`src/rtl/pipe_pkg.sv`:
```
`default_nettype none
// ============================================================================
// Module   : pipe_pkg
// Purpose  : Shared types and constants for the pipeline hazard controller.
// Revision : 1.0 - initial release
// ============================================================================
package pipe_pkg;

    localparam int          REG_AW           = 3;
    localparam logic [1:0]  FWD_REGFILE      = 2'b00;
    localparam logic [1:0]  FWD_EXMEM        = 2'b01;
    localparam logic [1:0]  FWD_MEMWB        = 2'b10;
    localparam logic [2:0]  MULTI_OP_DEFAULT = 3'b111;

    typedef enum logic [0:0] {
        RUN   = 1'b0,
        MULTI = 1'b1
    } state_e;

endpackage
`default_nettype wire

```
`src/rtl/fwd_sel.sv`:
```
`default_nettype none
// ============================================================================
// Module   : fwd_sel
// Purpose  : Operand-forwarding select for one ALU source (EX/MEM over MEM/WB).
// Revision : 1.0 - initial release
// ============================================================================
module fwd_sel
    import pipe_pkg::*;
#(
    parameter bit R0_ZERO = 1'b1
) (
    input  logic [REG_AW-1:0] src_i,
    input  logic [REG_AW-1:0] mem_rd_i,
    input  logic              mem_wb_i,
    input  logic [REG_AW-1:0] wb_rd_i,
    input  logic              wb_wb_i,
    output logic [1:0]        sel_o
);

    logic w_src_zero;

    assign w_src_zero = R0_ZERO && (src_i == '0);

    always_comb begin
        sel_o = FWD_REGFILE;
        if (!w_src_zero) begin
            if (mem_wb_i && (mem_rd_i == src_i)) begin
                sel_o = FWD_EXMEM;
            end else if (wb_wb_i && (wb_rd_i == src_i)) begin
                sel_o = FWD_MEMWB;
            end
        end
    end

endmodule
`default_nettype wire

```
`src/rtl/pipe_hazard_ctrl.sv`:
```
`default_nettype none
// ============================================================================
// Module   : pipe_hazard_ctrl
// Purpose  : Stall/flush/forwarding control and multi-cycle ALU sequencing.
//            Optional stall counter output enabled by HAZARD_STALL_CNT_EN.
// Revision : 1.0 - initial release
// ============================================================================
module pipe_hazard_ctrl
    import pipe_pkg::*;
#(
    parameter int         MULTI_CYCLES = 4,
    parameter logic [2:0] MULTI_OP     = MULTI_OP_DEFAULT,
    parameter bit         R0_ZERO      = 1'b1
) (
    input  logic              clk,
    input  logic              reset,
    input  logic [REG_AW-1:0] id_rs1,
    input  logic [REG_AW-1:0] id_rs2,
    input  logic              id_rs1_used,
    input  logic              id_rs2_used,
    input  logic              ex_valid,
    input  logic [REG_AW-1:0] ex_rd,
    input  logic              ex_wb,
    input  logic              ex_is_load,
    input  logic [2:0]        ex_alu_ctrl,
    input  logic              branch_taken,
    input  logic [REG_AW-1:0] mem_rd,
    input  logic              mem_wb,
    input  logic [REG_AW-1:0] wb_rd,
    input  logic              wb_wb,
    output logic              fd_en,
    output logic              de_en,
    output logic              em_en,
    output logic              fd_flush,
    output logic              de_flush,
    output logic [1:0]        fwd_a,
    output logic [1:0]        fwd_b,
    output logic              busy
`ifdef HAZARD_STALL_CNT_EN
    ,
    output logic [15:0]       stall_cnt
`endif
);

    // The first MULTI-state cycle is the second EX cycle of the op.
    localparam logic [3:0] c_MULTI_INIT = 4'(MULTI_CYCLES - 2);

    state_e     state_q, state_d;
    logic [3:0] cnt_q, cnt_d;
    logic       w_load_use;
    logic       w_multi_start;
    logic [1:0] w_fwd_a, w_fwd_b;

    fwd_sel #(.R0_ZERO(R0_ZERO)) u_fwd_a (
        .src_i    (id_rs1),
        .mem_rd_i (mem_rd),
        .mem_wb_i (mem_wb),
        .wb_rd_i  (wb_rd),
        .wb_wb_i  (wb_wb),
        .sel_o    (w_fwd_a)
    );

    fwd_sel #(.R0_ZERO(R0_ZERO)) u_fwd_b (
        .src_i    (id_rs2),
        .mem_rd_i (mem_rd),
        .mem_wb_i (mem_wb),
        .wb_rd_i  (wb_rd),
        .wb_wb_i  (wb_wb),
        .sel_o    (w_fwd_b)
    );

    assign fwd_a = reset ? FWD_REGFILE : w_fwd_a;
    assign fwd_b = reset ? FWD_REGFILE : w_fwd_b;

    assign w_multi_start = ex_valid && (ex_alu_ctrl == MULTI_OP);
    assign w_load_use    = ex_valid && ex_is_load && ex_wb
                         && !(R0_ZERO && (ex_rd == '0))
                         && (((ex_rd == id_rs1) && id_rs1_used)
                          || ((ex_rd == id_rs2) && id_rs2_used));

    always_ff @(posedge clk) begin
        if (reset) begin
            state_q <= RUN;
            cnt_q   <= '0;
        end else begin
            state_q <= state_d;
            cnt_q   <= cnt_d;
        end
    end

    always_comb begin
        state_d  = state_q;
        cnt_d    = cnt_q;
        fd_en    = 1'b1;
        de_en    = 1'b1;
        em_en    = 1'b1;
        fd_flush = 1'b0;
        de_flush = 1'b0;
        busy     = 1'b0;
        if (reset) begin
            state_d = RUN;
            cnt_d   = '0;
        end else begin
            case (state_q)
                RUN: begin
                    if (branch_taken) begin
                        fd_flush = 1'b1;
                        de_flush = 1'b1;
                    end else if (w_multi_start) begin
                        fd_en   = 1'b0;
                        de_en   = 1'b0;
                        em_en   = 1'b0;
                        busy    = 1'b1;
                        cnt_d   = c_MULTI_INIT;
                        state_d = MULTI;
                    end else if (w_load_use) begin
                        fd_en    = 1'b0;
                        de_flush = 1'b1;
                    end
                end
                MULTI: begin
                    if (cnt_q != '0) begin
                        fd_en = 1'b0;
                        de_en = 1'b0;
                        em_en = 1'b0;
                        busy  = 1'b1;
                        cnt_d = cnt_q - 4'd1;
                    end else begin
                        state_d = RUN;
                    end
                end
                default: state_d = RUN;
            endcase
        end
    end

`ifdef HAZARD_STALL_CNT_EN
    logic [15:0] stall_cnt_q;

    always_ff @(posedge clk) begin
        if (reset) begin
            stall_cnt_q <= '0;
        end else if (!fd_en && (stall_cnt_q != 16'hFFFF)) begin
            stall_cnt_q <= stall_cnt_q + 16'd1;
        end
    end

    assign stall_cnt = stall_cnt_q;
`endif

endmodule
`default_nettype wire
```
`config.mk`:
```
export PLATFORM = sky130hd
export DESIGN_NAME = pipe_hazard_ctrl
export DESIGN_NICKNAME = d
export VERILOG_FILES = /design/src/rtl/pipe_pkg.sv /design/src/rtl/fwd_sel.sv /design/src/rtl/pipe_hazard_ctrl.sv
export SDC_FILE = /design/constraint.sdc
export NUM_CORES = 1
export LEC_CHECK = 0
export CAP_MARGIN = 20
export CORE_MARGIN = 2
export CORE_UTILIZATION = 33
export DETAILED_ROUTE_END_ITERATION = 12
export HOLD_SLACK_MARGIN = 0.02
export PLACE_DENSITY = 0.8
export SLEW_MARGIN = 20
export SYNTH_ARGS = -nofsm -noshare
export SYNTH_HDL_FRONTEND = slang
export SYNTH_SLANG_ARGS = --single-unit
```
`constraint.sdc`:
```
create_clock -name clk -period 1.5 [get_ports clk]
set_input_delay 0.3 -clock clk [delete_from_list [all_inputs] [get_ports clk]]
set_output_delay 0.3 -clock clk [all_outputs]
set_load 0.005 [all_outputs]
```
==> results.yml <==
run_status:
  status: "complete, but fails checks"
  violations: "setup timing"
logic_synthesis:
  ys_seq_area_share_pct: 16.0
  synthDistinctLibCells: 26
  yosys_register_bits: 5
  synth_top_area_share_pct: 22.4
  synthCells: 82
  synth_area_leaders: "xnor2_1, dfxtp_1, buf_4, a21oi_1, nor3_1"
  ys_async_sr_fraction_pct: 0
  yosys.area.top_type: "xnor2_1"
  synth_fp_nets: 112
  yosysMostFrequentCell: "xnor2_1"
  synth_area_um2: 627
  synth_top_flop_cell: "dfxtp_1"
  yosys_warnings: 0
  synth_enable_flop_cells: 0
  syn_avg_cell_area_um2: 7.64
  synthTopCellsByCount: "xnor2_1, a21oi_1, nor3_1"
drt:
  m1WireLength_um: 1000
  top_layer_used: "met4"
  wl_met3_um: 149
  drtIter0Drc: 24
  drc: 0
  vias: 944
  wl_per_cell_um: 16.1
  drtAntennaViolNets: 0
  viasPerCell: 5.22
  wirelength_um: 2910
  dr.pass1.iters: 4
  dr_wl_met2_um: 1640
critical_path:
  r2r-start: "cnt_q[1]"
  critPathCaptureType: "output port"
  crit_type: "reg -> out"
  crit_end: "fd_en"
  r2r_setup_slack_ns: 0.10
  cp.arrival_ns: 1.46
  rr_endpoint: "cnt_q[1]"
  worstPathRequired_ns: 1.20
  rr_worst_depth: 7
  worstSetupStartpointType: "register"
  cp-startpoint: "cnt_q[1]"
  cp_max_fo: 3
clocking:
  clkLatencyLatePin_ns: 0.25
  clockBufferDepth: 2
  path_clk_slew_ns: 0.04
  cts_root_buf: "clkbuf_4"
  htreeDepth: 1
  cts_tree: "done"
  clock-sinks: 5
  holdBufCountCts: 0
  numCtsBuffers: 3
grt:
  grt_start_max_net_pins: 7
  antenna_found_initial: 0
  gr-total-overflow: 0
  grt_pass1_wl_um: 4350
  grt_usage_pct: 28.9
  grt_pass1_vias: 992
timing:
  setup_ws_ns: -0.256
  finalCritPeriodShare_pct: 117
  rsz0062_at_grt: "true"
  tns_ns: -1.43
  slew-limit-headroom_pct: 82.0
  setup_viol: 8
  post-route-min-period_ns: 1.76
  fmaxAchievable_mhz: 569
  finalClockSkew_ns: 0.00672
  tightest_slew_ns: 0.268
  whs_ns: 0.587
  hold_violations: 0
  finalMaxSlewViolations: 0
die:
  fp.dieArea_um2: 2260
  core_um2: 1760
  row_count: 15
  die_height_um: 47.6
  start_util_pct: 35.5
  pin_count: 38
  fp.dieW_um: 47.6
finish:
  drive_above_1_share_pct: 57.7
  areaGrowthSynthToFinish_pct: 129
  fill_cells: 122
  fin_nets: 187
  stdcell_area_um2: 1440
  n_antenna_cell: 0
placement:
  dp_hpwl_um: 1780
  port_buffers: 37
  gp_congestion: 0.855
  place_area_um2: 1170
  place_ws_ns: -0.833
power:
  vdd_drop_max_mv: 0.300
  p_per_area_nw_per_um2: 412
  power_leakage_nw: 0.621
run:
  cap_violations: 0
worst_hold_path:
  hp-class: "reg -> reg"
## placed cells by master, fill, tap and decap left out, drive strengths merged
cell            n
a21o            1
a21oi           7
a311oi          1
a31oi           2
a41o            1
and2            1
buf            53
clkbuf          6
clkdlybuf4s15   4
clkdlybuf4s50   5
dfxtp           5
dlygate4sd2    12
ha              2
inv             3
nand2           3
nand2b          2
nand3           6
nand3b          1
nand4           4
nand4b          3
nand4bb         1
nor2            2
nor2b           2
nor3            7
nor3b           3
o21ai           1
or3             2
xnor2          16
## per-layer routing
layer  global-route usage (%)  vias to the layer above
met3                     3.40                       12
met4                     19.5                        0
met5                        0                        -
met2                     58.6                       47
met1                     25.8                      438
li1                         -                      447
## cell type report
type | count | area [um2] | area share [%]
clock buffers | 4 | 26.3 | 1.83
multi-input cells | 68 | 628 | 43.8
well taps | 25 | 31.3 | 2.18
repair buffers | 76 | 632 | 44.0
flip-flops and latches | 5 | 106 | 7.41
inverters | 3 | 11.3 | 0.785
## critical path, stage by stage, from the launching register on
cell and delay, ns:
dfxtp_2 0.31, inv_2 0.07, ha_4 0.15, nand4bb_4 0.14
nand3_4 0.11, nor2_4 0.05, buf_6 0.11, a31oi_1 0.12
buf_2 0.14
## power by group
| part | internal, W | switching [W] | leakage (nW) |
|---|---|---|---|
| registers | 0.000134 | 0.00000173 | 0.0422 |
| clock network | 0.000101 | 0.0000642 | 0.0150 |
| logic | 0.000169 | 0.000121 | 0.564 |
## how the worst min path moves through the flow
stage / from / to / slack (ns) / cells after the start
after global placement: state_q / cnt_q[3] / 0.56 / 2
after floorplan: cnt_q[0] / cnt_q[0] / 0.45 / 2
after detailed placement: state_q / cnt_q[3] / 0.56 / 2
final: cnt_q[0] / cnt_q[0] / 0.59 / 3
after global routing: cnt_q[0] / cnt_q[0] / 0.61 / 3
after CTS: cnt_q[0] / cnt_q[0] / 0.59 / 3
## sequential cells by signal (all words and copies together) (netlist names)
signal and count:
cnt_q 4, state_q 1
## cells by family after synthesis
group / Yosys count / share of synthesized area (%)
AND/OR/NAND/NOR: 37 / 36.7
XOR/XNOR: 16 / 22.4
AO/OA/AOI/OAI: 13 / 12.6
buffers and inverters: 9 / 8.38
flip-flops: 5 / 16.0
adder cells (fa/ha/maj): 2 / 3.99
## stage by stage
step                utilization (%)  total power [W]  std cells
floorplan                         -         0.000234         82
global route                   81.3         0.000619        181
global placement               66.5         0.000369        161
detailed placement             66.5         0.000376        161
finish                         81.3         0.000592        181
CTS                            80.3         0.000574        180
## repair_timing
item | 4_1_cts | 5_1_grt
setup endpoints to repair | 10 | 10
setup buffers | 15 | 2
gates resized for setup | 118 | 9
pin swaps | 19 | 1
Note: power is estimated with default switching activity, not from simulation.
